File: config.mk
export PLATFORM = sky130hd
export DESIGN_NAME = result_receiver
export DESIGN_NICKNAME = d
export VERILOG_FILES = /design/src/rtl/watchdog_pkg.sv /design/src/rtl/frame_timer.sv /design/src/rtl/result_receiver.sv
export SDC_FILE = /design/constraint.sdc
export NUM_CORES = 1
export LEC_CHECK = 0
export ABC_AREA = 1
export CORE_MARGIN = 10
export CORE_UTILIZATION = 35
export CTS_CLUSTER_SIZE = 24
export DETAILED_ROUTE_END_ITERATION = 12
export MAX_ROUTING_LAYER = met4
export SKIP_CTS_REPAIR_TIMING = 1
export SLEW_MARGIN = 25
export SYNTH_ARGS = -nofsm -noshare
export SYNTH_HDL_FRONTEND = slang
export SYNTH_SLANG_ARGS = --single-unit
export TNS_END_PERCENT = 5
File: constraint.sdc
create_clock -name clk -period 2.7 [get_ports clk]
set_input_delay 0.405 -clock clk [delete_from_list [all_inputs] [get_ports clk]]
set_output_delay 0.405 -clock clk [all_outputs]
set_load 0.1 [all_outputs]
File: src/rtl/watchdog_pkg.sv
// Shared definitions for the byte-serial result link between output_loader
// and result_receiver.
package watchdog_pkg;

  localparam logic [3:0] MARKER    = 4'hA;
  localparam int         FRAME_LEN = 10;

  // Regime code shared with eig_core/output_loader.
  typedef logic [2:0] regime_t;

  typedef enum logic [1:0] {
    IDLE,
    WORD_A,
    WORD_B,
    CHECK
  } rx_state_t;

endpackage

File: src/rtl/frame_timer.sv
// Idle-cycle counter: clears on demand, counts while enabled, and flags the
// enabled cycle in which the count reaches LIMIT.
module frame_timer #(
  parameter int WIDTH = 16,
  parameter int LIMIT = 255
) (
  input  logic clk,
  input  logic rst,
  input  logic clear,
  input  logic enable,
  output logic expired
);

  logic [WIDTH-1:0] count;

  // This idle cycle is the one that brings the count up to LIMIT.
  assign expired = enable && (count == WIDTH'(LIMIT - 1));

  // NOTE: sequential state uses non-blocking assignments so every register
  // samples the pre-edge values, independent of statement order.
  always_ff @(posedge clk) begin
    if (rst) begin
      count <= '0;
    end else if (clear) begin
      count <= '0;
    end else if (enable) begin
      count <= count + 1'b1;
    end
  end

endmodule

File: src/rtl/result_receiver.sv
// Receiver for the 10-byte result frame: hunts for the header, reassembles
// mode/word_a/word_b, verifies the XOR checksum and aborts on idle timeout.
module result_receiver
  import watchdog_pkg::*;
#(
  parameter int         TIMEOUT_CYC = 255,
  parameter logic [3:0] MARKER      = watchdog_pkg::MARKER
) (
  input  logic        clk,
  input  logic        rst,
  input  logic [7:0]  rx_byte,
  input  logic        rx_valid,
  output logic [2:0]  mode,
  output logic [31:0] word_a,
  output logic [31:0] word_b,
  output logic        res_valid,
  output logic        frame_err,
  output logic        busy
);

  rx_state_t   state;
  regime_t     mode_sh;
  logic [31:0] word_a_sh;
  logic [31:0] word_b_sh;
  logic [7:0]  acc;
  logic [1:0]  idx;
  logic        timer_expired;
  logic        is_header;

  assign is_header = (rx_byte[7:4] == MARKER) && !rx_byte[3];

  // The timer only runs inside a frame; any accepted byte restarts it.
  frame_timer #(
    .WIDTH (16),
    .LIMIT (TIMEOUT_CYC)
  ) u_timer (
    .clk     (clk),
    .rst     (rst),
    .clear   ((state == IDLE) || rx_valid),
    .enable  ((state != IDLE) && !rx_valid),
    .expired (timer_expired)
  );

  always_ff @(posedge clk) begin
    if (rst) begin
      state     <= IDLE;
      mode_sh   <= '0;
      word_a_sh <= '0;
      word_b_sh <= '0;
      acc       <= '0;
      idx       <= '0;
      mode      <= '0;
      word_a    <= '0;
      word_b    <= '0;
      res_valid <= 1'b0;
      frame_err <= 1'b0;
      busy      <= 1'b0;
    end else begin
      res_valid <= 1'b0;
      frame_err <= 1'b0;

      case (state)
        IDLE: begin
          if (rx_valid && is_header) begin
            mode_sh <= rx_byte[2:0];
            acc     <= rx_byte;
            idx     <= '0;
            state   <= WORD_A;
            busy    <= 1'b1;
          end
        end

        WORD_A, WORD_B: begin
          if (rx_valid) begin
            if (state == WORD_A) word_a_sh <= {word_a_sh[23:0], rx_byte};
            else                 word_b_sh <= {word_b_sh[23:0], rx_byte};
            acc <= acc ^ rx_byte;
            idx <= idx + 2'd1;
            if (idx == 2'd3) begin
              state <= (state == WORD_A) ? WORD_B : CHECK;
            end
          end else if (timer_expired) begin
            frame_err <= 1'b1;
            state     <= IDLE;
            busy      <= 1'b0;
            word_a_sh <= '0;
            word_b_sh <= '0;
          end
        end

        CHECK: begin
          if (rx_valid) begin
            if (rx_byte == acc) begin
              mode      <= mode_sh;
              word_a    <= word_a_sh;
              word_b    <= word_b_sh;
              res_valid <= 1'b1;
            end else begin
              frame_err <= 1'b1;
            end
            state <= IDLE;
            busy  <= 1'b0;
          end else if (timer_expired) begin
            frame_err <= 1'b1;
            state     <= IDLE;
            busy      <= 1'b0;
            word_a_sh <= '0;
            word_b_sh <= '0;
          end
        end

        default: begin
          state <= IDLE;
          busy  <= 1'b0;
        end
      endcase
    end
  end

endmodule

==> run_results.csv <==
group,metric,value,unit
run_status,outcome,"finished, final reports clean",
synth,synth_area,0.00719,sq mm
cells_and_area,fin_cells,1371,
global_routing,gr-total-overflow,0,
power,p_per_area,747,mW/mm^2
detailed_routing,routed_wl,17800,microns
timing,setup_viol,0,
placement,hpwl,12400,microns
synth,synth_top_cell_area_share,45.9,%
placement,place.gp.congestion,0.852,
clocking,htreeDepth,4,
min_path,worstHoldPathType,"input pin to register",
timing,skew,0.00999,ns
floorplan,die-area,0.0267,sq mm
flow_run,maxCapViolations,0,
placement,io_buffers,80,
detailed_routing,via_per_inst,4.69,
synth,synth_area_leaders,"dfxtp_1, nand2_1, nor2_1",
clocking,clock-sinks,165,
clocking,cts_buffer_depth,2,
floorplan,die_y,163,microns
global_routing,grt_max_degree,67,
synth,synth_cell_type_count,26,
global_routing,antenna_found_initial,0,
detailed_routing,drt_iter0_markers,427,
floorplan,start_util,35.5,%
critical_path,crit_type,"register to register",
synth,synth_enable_flop_cells,0,
global_routing,grt_pass1_wl,30200,microns
timing,hold_ws,0.336,ns
critical_path,end_kind,"register",
timing,clock.fmax,440,MHz
timing,rsz0062_at_grt,"false",
detailed_routing,ant_nets,0,
critical_path,crit_fanout,23,
clocking,clockRootBuffer,"clkbuf_16",
cells_and_area,drive_gt1_share,13.0,%
timing,final_hold_viol_count,0,
cells_and_area,area_delta_synth_final,19.9,%
placement,dp_cells,1339,
floorplan,die_x,163,microns
synth,syn_avg_cell_area,7.00,sq um
synth,async_flop_share,0,%
global_routing,grt_pass1_vias,6090,
clocking,clk_latency,0.43,ns
synth,ys_warn_count,0,
detailed_routing,drc_errors,0,
min_path,hold_start,"rst",
synth,synth_cells,1027,
floorplan,rows,52,
timing,period_needed,2.27,ns
synth,ys_seq_area_share,45.9,%
floorplan,pin_count,81,
detailed_routing,firstDrtPassIters,5,
synth,synth_area_leader_cell,"dfxtp_1",
global_routing,track_usage,14.1,%
timing,maxSlewViolCount,0,
clocking,cts_tree,"yes",
timing,fin_setup_tns,0,ns
cells_and_area,diodes,0,
timing,maxSlewHeadroom,52.1,%
critical_path,crit_path_start,"state[1]$_SDFFE_PP0P_",
power,ir_worst_vdd,0.446,mV
cells_and_area,final_nets,1105,
detailed_routing,num_vias,6433,
synth,synth.most_common_cell,"nand2_1",
power,leakagePower,0.00331,uW
detailed_routing,avgRoutedWirePerCell,13.0,microns
synth,synth_commonest_cells,"nand2_1, nor2_1, dfxtp_1",
critical_path,cp.required,2.98,ns
critical_path,regToRegStartpoint,"state[1]$_SDFFE_PP0P_",
synth,ys_seq_elements,165,
synth,synthFlopType,"dfxtp_1",
timing,final.period_utilization,84.2,%
clocking,clkTransAtPathRegs,0.07,ns
synth,syn_nets,1044,
critical_path,start_kind,"register",
clocking,cts_buffers,17,
cells_and_area,final_util,42.6,%
cells_and_area,n_fill_cell,2095,
timing,max_slew.worst_pin.slew,0.719,ns
floorplan,core_region_area,0.0202,sq mm
critical_path,crit_arrival,2.55,ns
==> cells by family (layout without fill, tap and decap cells) <==
logic type      count (synthesis)  after routing  synth area share, %
flops                         165            165                 45.9
buf+inv                       173            247                 11.0
xor+xnor                        5              5                0.609
fa+ha+maj                       6              6                 1.04
compound gates                120            120                 8.49
simple gates                  558            558                 33.0
==> placed cells by master (no fill, tap or decap), drive strengths merged <==
cell             n
nand2          264
nor2           183
dfxtp          165
inv            115
buf             94
a21oi           90
nand4           71
nand3           30
o21ai           29
clkbuf          20
clkdlybuf4s50    9
nor3             6
ha               6
clkinvlp         4
clkinv           4
xnor2            3
nor4             2
xor2             2
and2             1
a211oi           1
or2              1
bufinv           1
==> power by group <==
group | switching, uW | internal (uW) | total [uW]
logic | 989 | 432 | 1420
clock network | 1040 | 1330 | 2370
registers | 101 | 2550 | 2650
==> routing by layer <==
| metal | share of wire, % | track usage [%] | vias to the layer above |
|---|---|---|---|
| li1 | - | - | 3384 |
| met1 | 51 | 18.6 | 2916 |
| met2 | 44 | 20.6 | 113 |
| met3 | 3.8 | 3.15 | 20 |
| met4 | 1.4 | 5.16 | 0 |
| met5 | 0 | - | - |
==> worst max-delay path: stages, from the launching register on <==
cell and delay (ns):
dfxtp_1 0.50, inv_2 0.13, ha_1 0.29, inv_1 0.14, nand2_2 0.09, nor2_1 0.12
nand3_1 0.16, nand2_1 0.17, nand2_2 0.17, buf_12 0.22, nand2_1 0.07, a21oi_1 0.06
==> metrics by stage <==
stage	setup slack (ns)	power [uW]	cell area [sq um]
2_1_floorplan	0.894	3760	7190
3_3_place_gp	0.454	4110	8050
3_5_place_dp	0.419	4120	8050
4_1_cts	0.424	6500	8630
5_1_grt	0.221	6790	8630
6_report	0.427	6440	8630
==> layout make-up <==
| type | instances | area [sq um] | area share (%) |
|---|---|---|---|
| sequential | 165 | 3300 | 38.3 |
| multi-input combinational | 689 | 3120 | 36.1 |
| timing repair buffer | 103 | 868 | 10.1 |
| clock buffer | 20 | 457 | 5.29 |
| inverter | 112 | 425 | 4.93 |
| tap | 270 | 338 | 3.92 |
| clock inverter | 12 | 120 | 1.39 |
==> worst paths after layout <==
| path | endpoint | slack, ns | cells past startpoint |
|---|---|---|---|
| worst max-delay path | word_b_sh[30]$_SDFFE_PP0P_ | 0.43 | 11 |
| worst min register to register | word_b_sh[29]$_SDFFE_PP0P_ | 0.46 | 2 |
| worst max register to register | word_b_sh[30]$_SDFFE_PP0P_ | 0.43 | 11 |
| worst min-delay path | u_timer.count[8]$_SDFFE_PP0P_ | 0.34 | 4 |
==> flip-flops by register name (all words and copies together), names as in the netlist <==
name           cells
word_a            32
word_a_sh         32
word_b            32
word_b_sh         32
u_timer.count     16
acc                8
mode               3
mode_sh            3
idx                2
state              2
busy               1
frame_err          1
res_valid          1
No activity file was read; power rests on OpenSTA's default activity.
